`src/rtl/exp_accel_avs.sv`:
```
// Avalon-MM modular exponentiation engine: right-to-left square-and-multiply over a bit-serial
// interleaved modular multiplier. Define EXP_ACCEL_IRQ_EN to add the IEN register and irq output.
module exp_accel_avs #(
  parameter int WIDTH = 32
) (
  input  logic        clk,
  input  logic        reset,
  input  logic [3:0]  address,
  input  logic        read,
  input  logic        write,
  input  logic [31:0] writedata,
  output logic [31:0] readdata,
`ifdef EXP_ACCEL_IRQ_EN
  output logic        irq,
`endif
  output logic        waitrequest
);
  localparam int CW = $clog2(WIDTH);
  localparam logic [CW-1:0] CNT_LAST = CW'(WIDTH - 1);

  typedef enum logic [2:0] {S_IDLE, S_REDUCE, S_CHECK, S_MUL, S_SQR} state_t;
  state_t state_q, state_d;

  logic [WIDTH-1:0] base_q, exp_q, mod_q, res_q, res_d;
  logic [WIDTH-1:0] m_q, e_q, acc_q, b_q, x_q, y_q, r_q, r_step, ld_x, ld_y;
  logic [CW-1:0]    cnt_q;
  logic [WIDTH:0]   m_ext, t_dbl, t_red, t_add;
  logic [31:0]      readdata_q, rmux;
  logic done_q, done_d, err0_q, err0_d, errb_q, errb_d, rd_ack_q;
  logic busy, in_mm, mm_last, start_acc, start_go, ld_mm, e_shift, fin;
  logic rd_req, rd_stall, rd_fire;

  assign busy      = (state_q != S_IDLE);
  assign in_mm     = (state_q == S_REDUCE) || (state_q == S_MUL) || (state_q == S_SQR);
  assign mm_last   = in_mm && (cnt_q == CNT_LAST);
  assign start_acc = write && (address == 4'd0) && !busy;
  assign start_go  = start_acc && (mod_q != '0);

  // One interleaved modmul step: r = 2r (+y) mod m; operands below m keep it within WIDTH+1 bits.
  assign m_ext = {1'b0, m_q};
  assign t_dbl = {r_q, 1'b0};
  assign t_red = (t_dbl >= m_ext) ? t_dbl - m_ext : t_dbl;
  assign t_add = t_red + {1'b0, y_q};
  always_comb begin
    r_step = WIDTH'(t_red);
    if (x_q[WIDTH-1]) r_step = (t_add >= m_ext) ? WIDTH'(t_add - m_ext) : WIDTH'(t_add);
  end

  always_comb begin
    state_d = state_q;
    ld_mm   = 1'b0;
    ld_x    = '0;
    ld_y    = '0;
    e_shift = 1'b0;
    fin     = 1'b0;
    case (state_q)
      S_IDLE:   if (start_go) begin
        state_d = S_REDUCE; ld_mm = 1'b1; ld_x = base_q; ld_y = WIDTH'(1);
      end
      S_REDUCE: if (mm_last) state_d = S_CHECK;
      S_CHECK: begin
        if (e_q == '0) begin
          state_d = S_IDLE; fin = 1'b1;
        end else if (e_q[0]) begin
          state_d = S_MUL; ld_mm = 1'b1; ld_x = acc_q; ld_y = b_q;
        end else begin
          state_d = S_SQR; e_shift = 1'b1; ld_mm = 1'b1; ld_x = b_q; ld_y = b_q;
        end
      end
      S_MUL: if (mm_last) begin
        e_shift = 1'b1;
        if (e_q[WIDTH-1:1] != '0) begin
          state_d = S_SQR; ld_mm = 1'b1; ld_x = b_q; ld_y = b_q;
        end else begin
          state_d = S_CHECK;
        end
      end
      S_SQR: if (mm_last) state_d = S_CHECK;
      default: state_d = S_IDLE;
    endcase
  end

  always_comb begin
    done_d = done_q;
    err0_d = err0_q;
    errb_d = errb_q;
    res_d  = res_q;
    if (write && busy && (address <= 4'd3)) errb_d = 1'b1;
    if (start_acc) begin
      done_d = (mod_q == '0);
      err0_d = (mod_q == '0);
      errb_d = 1'b0;
      if (mod_q == '0) res_d = '0;
    end
    if (fin) begin
      done_d = 1'b1;
      res_d  = acc_q;
    end
  end

  // A read costs one stall cycle; RESULT reads additionally stall until the engine is idle.
  assign rd_req      = read && !write;
  assign rd_stall    = (address == 4'd4) && busy;
  assign rd_fire     = rd_req && !rd_ack_q && !rd_stall;
  assign waitrequest = rd_req && !rd_ack_q;
  assign readdata    = readdata_q;

`ifdef EXP_ACCEL_IRQ_EN
  logic ien_q, ien_d, irq_q;
  assign ien_d = (write && (address == 4'd5)) ? writedata[0] : ien_q;
  assign irq   = irq_q;
  always_ff @(posedge clk or posedge reset) begin
    if (reset) begin
      ien_q <= 1'b0;
      irq_q <= 1'b0;
    end else begin
      ien_q <= ien_d;
      irq_q <= done_d && ien_d;
    end
  end
`endif

  always_comb begin
    rmux = '0;
    case (address)
      4'd0: rmux = {28'd0, errb_q, err0_q, done_q, busy};
      4'd1: rmux = 32'(base_q);
      4'd2: rmux = 32'(exp_q);
      4'd3: rmux = 32'(mod_q);
      4'd4: rmux = 32'(res_q);
`ifdef EXP_ACCEL_IRQ_EN
      4'd5: rmux = {31'd0, ien_q};
`endif
      default: rmux = '0;
    endcase
  end

  always_ff @(posedge clk or posedge reset) begin
    if (reset) begin
      base_q <= '0; exp_q <= '0; mod_q <= '0; res_q <= '0;
      done_q <= 1'b0; err0_q <= 1'b0; errb_q <= 1'b0;
      readdata_q <= '0; rd_ack_q <= 1'b0;
    end else begin
      if (write && !busy) begin
        case (address)
          4'd1: base_q <= writedata[WIDTH-1:0];
          4'd2: exp_q  <= writedata[WIDTH-1:0];
          4'd3: mod_q  <= writedata[WIDTH-1:0];
          default: ;
        endcase
      end
      done_q   <= done_d;
      err0_q   <= err0_d;
      errb_q   <= errb_d;
      res_q    <= res_d;
      rd_ack_q <= rd_fire;
      if (rd_fire) readdata_q <= rmux;
    end
  end

  always_ff @(posedge clk or posedge reset) begin
    if (reset) begin
      state_q <= S_IDLE;
      m_q <= '0; e_q <= '0; acc_q <= '0; b_q <= '0;
      x_q <= '0; y_q <= '0; r_q <= '0; cnt_q <= '0;
    end else begin
      state_q <= state_d;
      if (start_go) begin
        m_q   <= mod_q;
        e_q   <= exp_q;
        acc_q <= (mod_q == WIDTH'(1)) ? '0 : WIDTH'(1);
      end
      if (e_shift) e_q <= e_q >> 1;
      if (ld_mm) begin
        x_q <= ld_x; y_q <= ld_y; r_q <= '0; cnt_q <= '0;
      end else if (in_mm) begin
        r_q   <= r_step;
        x_q   <= x_q << 1;
        cnt_q <= cnt_q + CW'(1);
      end
      if (mm_last) begin
        if (state_q == S_MUL) acc_q <= r_step;
        else                  b_q   <= r_step;
      end
    end
  end
endmodule

```
`config.mk`:
```
export PLATFORM = sky130hd
export DESIGN_NAME = exp_accel_avs
export DESIGN_NICKNAME = d
export VERILOG_FILES = /design/src/rtl/exp_accel_avs.sv
export SDC_FILE = /design/constraint.sdc
export NUM_CORES = 1
export LEC_CHECK = 0
export CORE_ASPECT_RATIO = 1.75
export CORE_MARGIN = 2
export CORE_UTILIZATION = 40
export CTS_BUF_LIST = sky130_fd_sc_hd__clkbuf_8 sky130_fd_sc_hd__clkbuf_16
export CTS_CLUSTER_DIAMETER = 80
export DETAILED_ROUTE_END_ITERATION = 10
export PLACE_DENSITY = 0.64
export REMOVE_ABC_BUFFERS = 1
export SETUP_SLACK_MARGIN = 0.05
export SLEW_MARGIN = 20
export SYNTH_ARGS = -nofsm -noshare
export SYNTH_HDL_FRONTEND = slang
export SYNTH_SLANG_ARGS = --single-unit
```
`constraint.sdc`:
```
create_clock -name clk -period 23.1 [get_ports clk]
set_input_delay 3.465 -clock clk [delete_from_list [all_inputs] [get_ports clk]]
set_output_delay 3.465 -clock clk [all_outputs]
set_load 0.03 [all_outputs]
```
==> flow_metrics.tcl <==
set metrics [dict create \
    area_growth_syn_to_layout_pct 11.42 \
    fin_skew_ns 0.02395 \
    port_buffers 72 \
    ctsResizeCount 0 \
    rows 116 \
    worstMarginPinSlew_ns 1.129 \
    ys_types 87 \
    drcViolationCount 0 \
    timing.final.crit_share_pct 41.91 \
    fmax_ghz 0.1033 \
    grt_usage_pct 26.90 \
    cts_buffers 37 \
    routed_via_density 6.201 \
    slowest_stage "o41ai_1" \
    setup_tns_ns 0 \
    ys_top_cells_by_count "396 x dfrtp_1, 353 x nand2_1, 230 x o21ai_0" \
    netlist_area_um2 22940 \
    rsz0062_at_grt "no" \
    clock_latency_ns 0.57 \
    yosysSeqAreaShare_pct 43.20 \
    clk_pin_slew_ns 0.07 \
    status "finished, final reports clean" \
    synth_top_area_share_pct 43.20 \
    path_class "reg -> reg" \
    cts_hold_buf 0 \
    ios 73 \
    reg2reg_from "m_q[1]" \
    routed_wl_um 79970 \
    routedWlPerCell_um 25.10 \
    grt_overflow_total 0 \
    relSlewSlack_pct 24.37 \
    die-area_um2 59360 \
    ys_seq_elements 396 \
    yosys_warnings 0 \
    cp.required_ns 23.51 \
    diodes 0 \
    drtAntennaViolNets 0 \
    synthTopCellsByArea "dfrtp_1 43%, nand2_1 5.8%, ha_1 5.3%" \
    layout-drive-gt1-share_pct 10.46 \
    cp_slowest_stage_delay_ns 0.73 \
    start_kind "flip-flop" \
    synth_edf_count 0 \
    synthArstFlopShare_pct 100.0 \
    slew_violations 0 \
    r2r_setup_slack_ns 13.42 \
    vias 19760 \
    clkSinkCount 396 \
    floorplan.die.width_um 185.0 \
    post_cts_buffers 0 \
    die_h_um 320.8 \
    yosysMostFrequentCell "dfrtp_1" \
    synth_top_area_cell "dfrtp_1" \
    place_ws_ns 13.63 \
    nets 2534 \
    core_area_um2 56890 \
    avgSynthCellArea_um2 9.534 \
    clockBufferDepth 3 \
    grt_pass1_wl_um 121500 \
    critPathCapture "acc_q[27]" \
    finalWeightedCongestion 1.049 \
    cp-end-kind "flip-flop" \
    period_minus_slack_ns 9.681 \
    cts_tree "yes" \
    synth_flop_cell "dfrtp_1" \
    worst_slack_ns 13.42 \
    grt_pass1_vias 19790 \
    cts-root-buf "clkbuf_16" \
    htree_levels 2 \
    cp_max_fo 13 \
    dp_hpwl_um 59080 \
    first_pass_iters 7 \
    setup_viol 0 \
    ff2ff_path_depth 29 \
    antenna_found_initial 0 \
    drtIter0Drc 2208 \
    hold_viol_final 0 \
    start_util_pct 40.32 \
    final_util_pct 44.92 \
    netlist_instances 2406 \
    startpoint "m_q[1]" \
    cap_violations 0 \
    r2r_end "acc_q[27]" \
    hold_path_class "reg -> reg" \
    cp.arrival_ns 10.09 \
    grt_max_degree 181 \
]
## cell usage in the layout, fill, tap and decap left out, types with 7 or more instances in the layout
cell,count
and2_1,10
o21bai_1,18
a22o_1,66
inv_1,71
nor4_1,23
o211ai_1,9
nand3_1,49
nor3_1,25
nand4_1,30
a21oi_1,132
clkdlybuf4s50_1,72
o21ai_0,230
xnor2_1,57
clkbuf_8,9
a211oi_1,19
a211oi_2,7
nand2_1,353
or3_1,8
ha_1,98
o21a_1,21
a222oi_1,64
a21o_1,31
nor2b_1,16
a22oi_1,16
mux2_2,103
and3_1,25
buf_4,35
nor2_1,83
o31ai_1,31
a32oi_1,22
a31oi_1,17
mux2i_1,58
clkbuf_16,37
nand2b_1,11
clkinv_2,7
xor2_1,24
dfrtp_1,396
## stage by stage
step / cells / hold slack, ns / area [um^2]
after floorplan: 2245 / 0.4472 / 22270
after global placement: 3121 / 0.4623 / 24330
after detailed placement: 3121 / 0.4770 / 24330
after CTS: 3186 / 0.4932 / 25560
after global routing: 3186 / 0.5097 / 25560
final: 3186 / 0.4949 / 25560
## area by class of cell
cell class / instances / area (um^2)
Tap cell: 767 / 959.7
Timing Repair Buffer: 109 / 1015
Sequential cell: 396 / 9910
Inverter: 69 / 266.5
Clock inverter: 19 / 176.4
Multi-Input combinational cell: 1780 / 12180
Fill cell: 5449 / 31340
Clock buffer: 46 / 1050
## routing by layer
metal | wire (um) | global-route usage (%) | vias up
met4 | 5676 | 17.02 | 0
li1 | - | - | 8868
met2 | 38980 | 45.64 | 879
met1 | 30790 | 32.20 | 9766
met5 | 0 | 0 | -
met3 | 4516 | 3.091 | 244
## worst min path at each step
stage	slack, ns	cells after the start	to	from
finish	0.49	2	done_q	done_q
global placement	0.46	2	done_q	done_q
CTS	0.49	2	done_q	done_q
detailed placement	0.48	2	done_q	done_q
floorplan	0.45	2	done_q	done_q
global route	0.51	2	done_q	done_q
## kinds of logic after synthesis
family / count (synthesis) / share of synthesized area, %
AOI/OAI and AO/OA: 767 / 23.12
xor gates and xnor gates: 83 / 3.234
adders and majority gates: 101 / 5.607
buffers and inverters: 230 / 4.042
DFF: 396 / 43.20
muxes: 162 / 7.652
and+or+nand+nor: 667 / 13.15
## critical path, delay by kind of cell, from the launching register on
family / cells / cell delay, ns
adders and majority gates: 3 / 1.17
DFF: 1 / 0.33
xor gates and xnor gates: 1 / 0.30
and+or+nand+nor: 6 / 1.83
buffers and inverters: 4 / 0.53
AOI/OAI and AO/OA: 15 / 5.35
## registers in the layout, summed over array words and instances (netlist names)
register  flops
acc_q        32
b_q          32
base_q       32
e_q          32
exp_q        32
m_q          32
mod_q        32
r_q          32
readdata     32
res_q        32
x_q          32
y_q          32
cnt_q         5
state_q       3
done_q        1
err0_q        1
errb_q        1
rd_ack_q      1
Power is not shown: default switching activity piles up to over one toggle a cycle in this logic, so the estimate is an artifact.
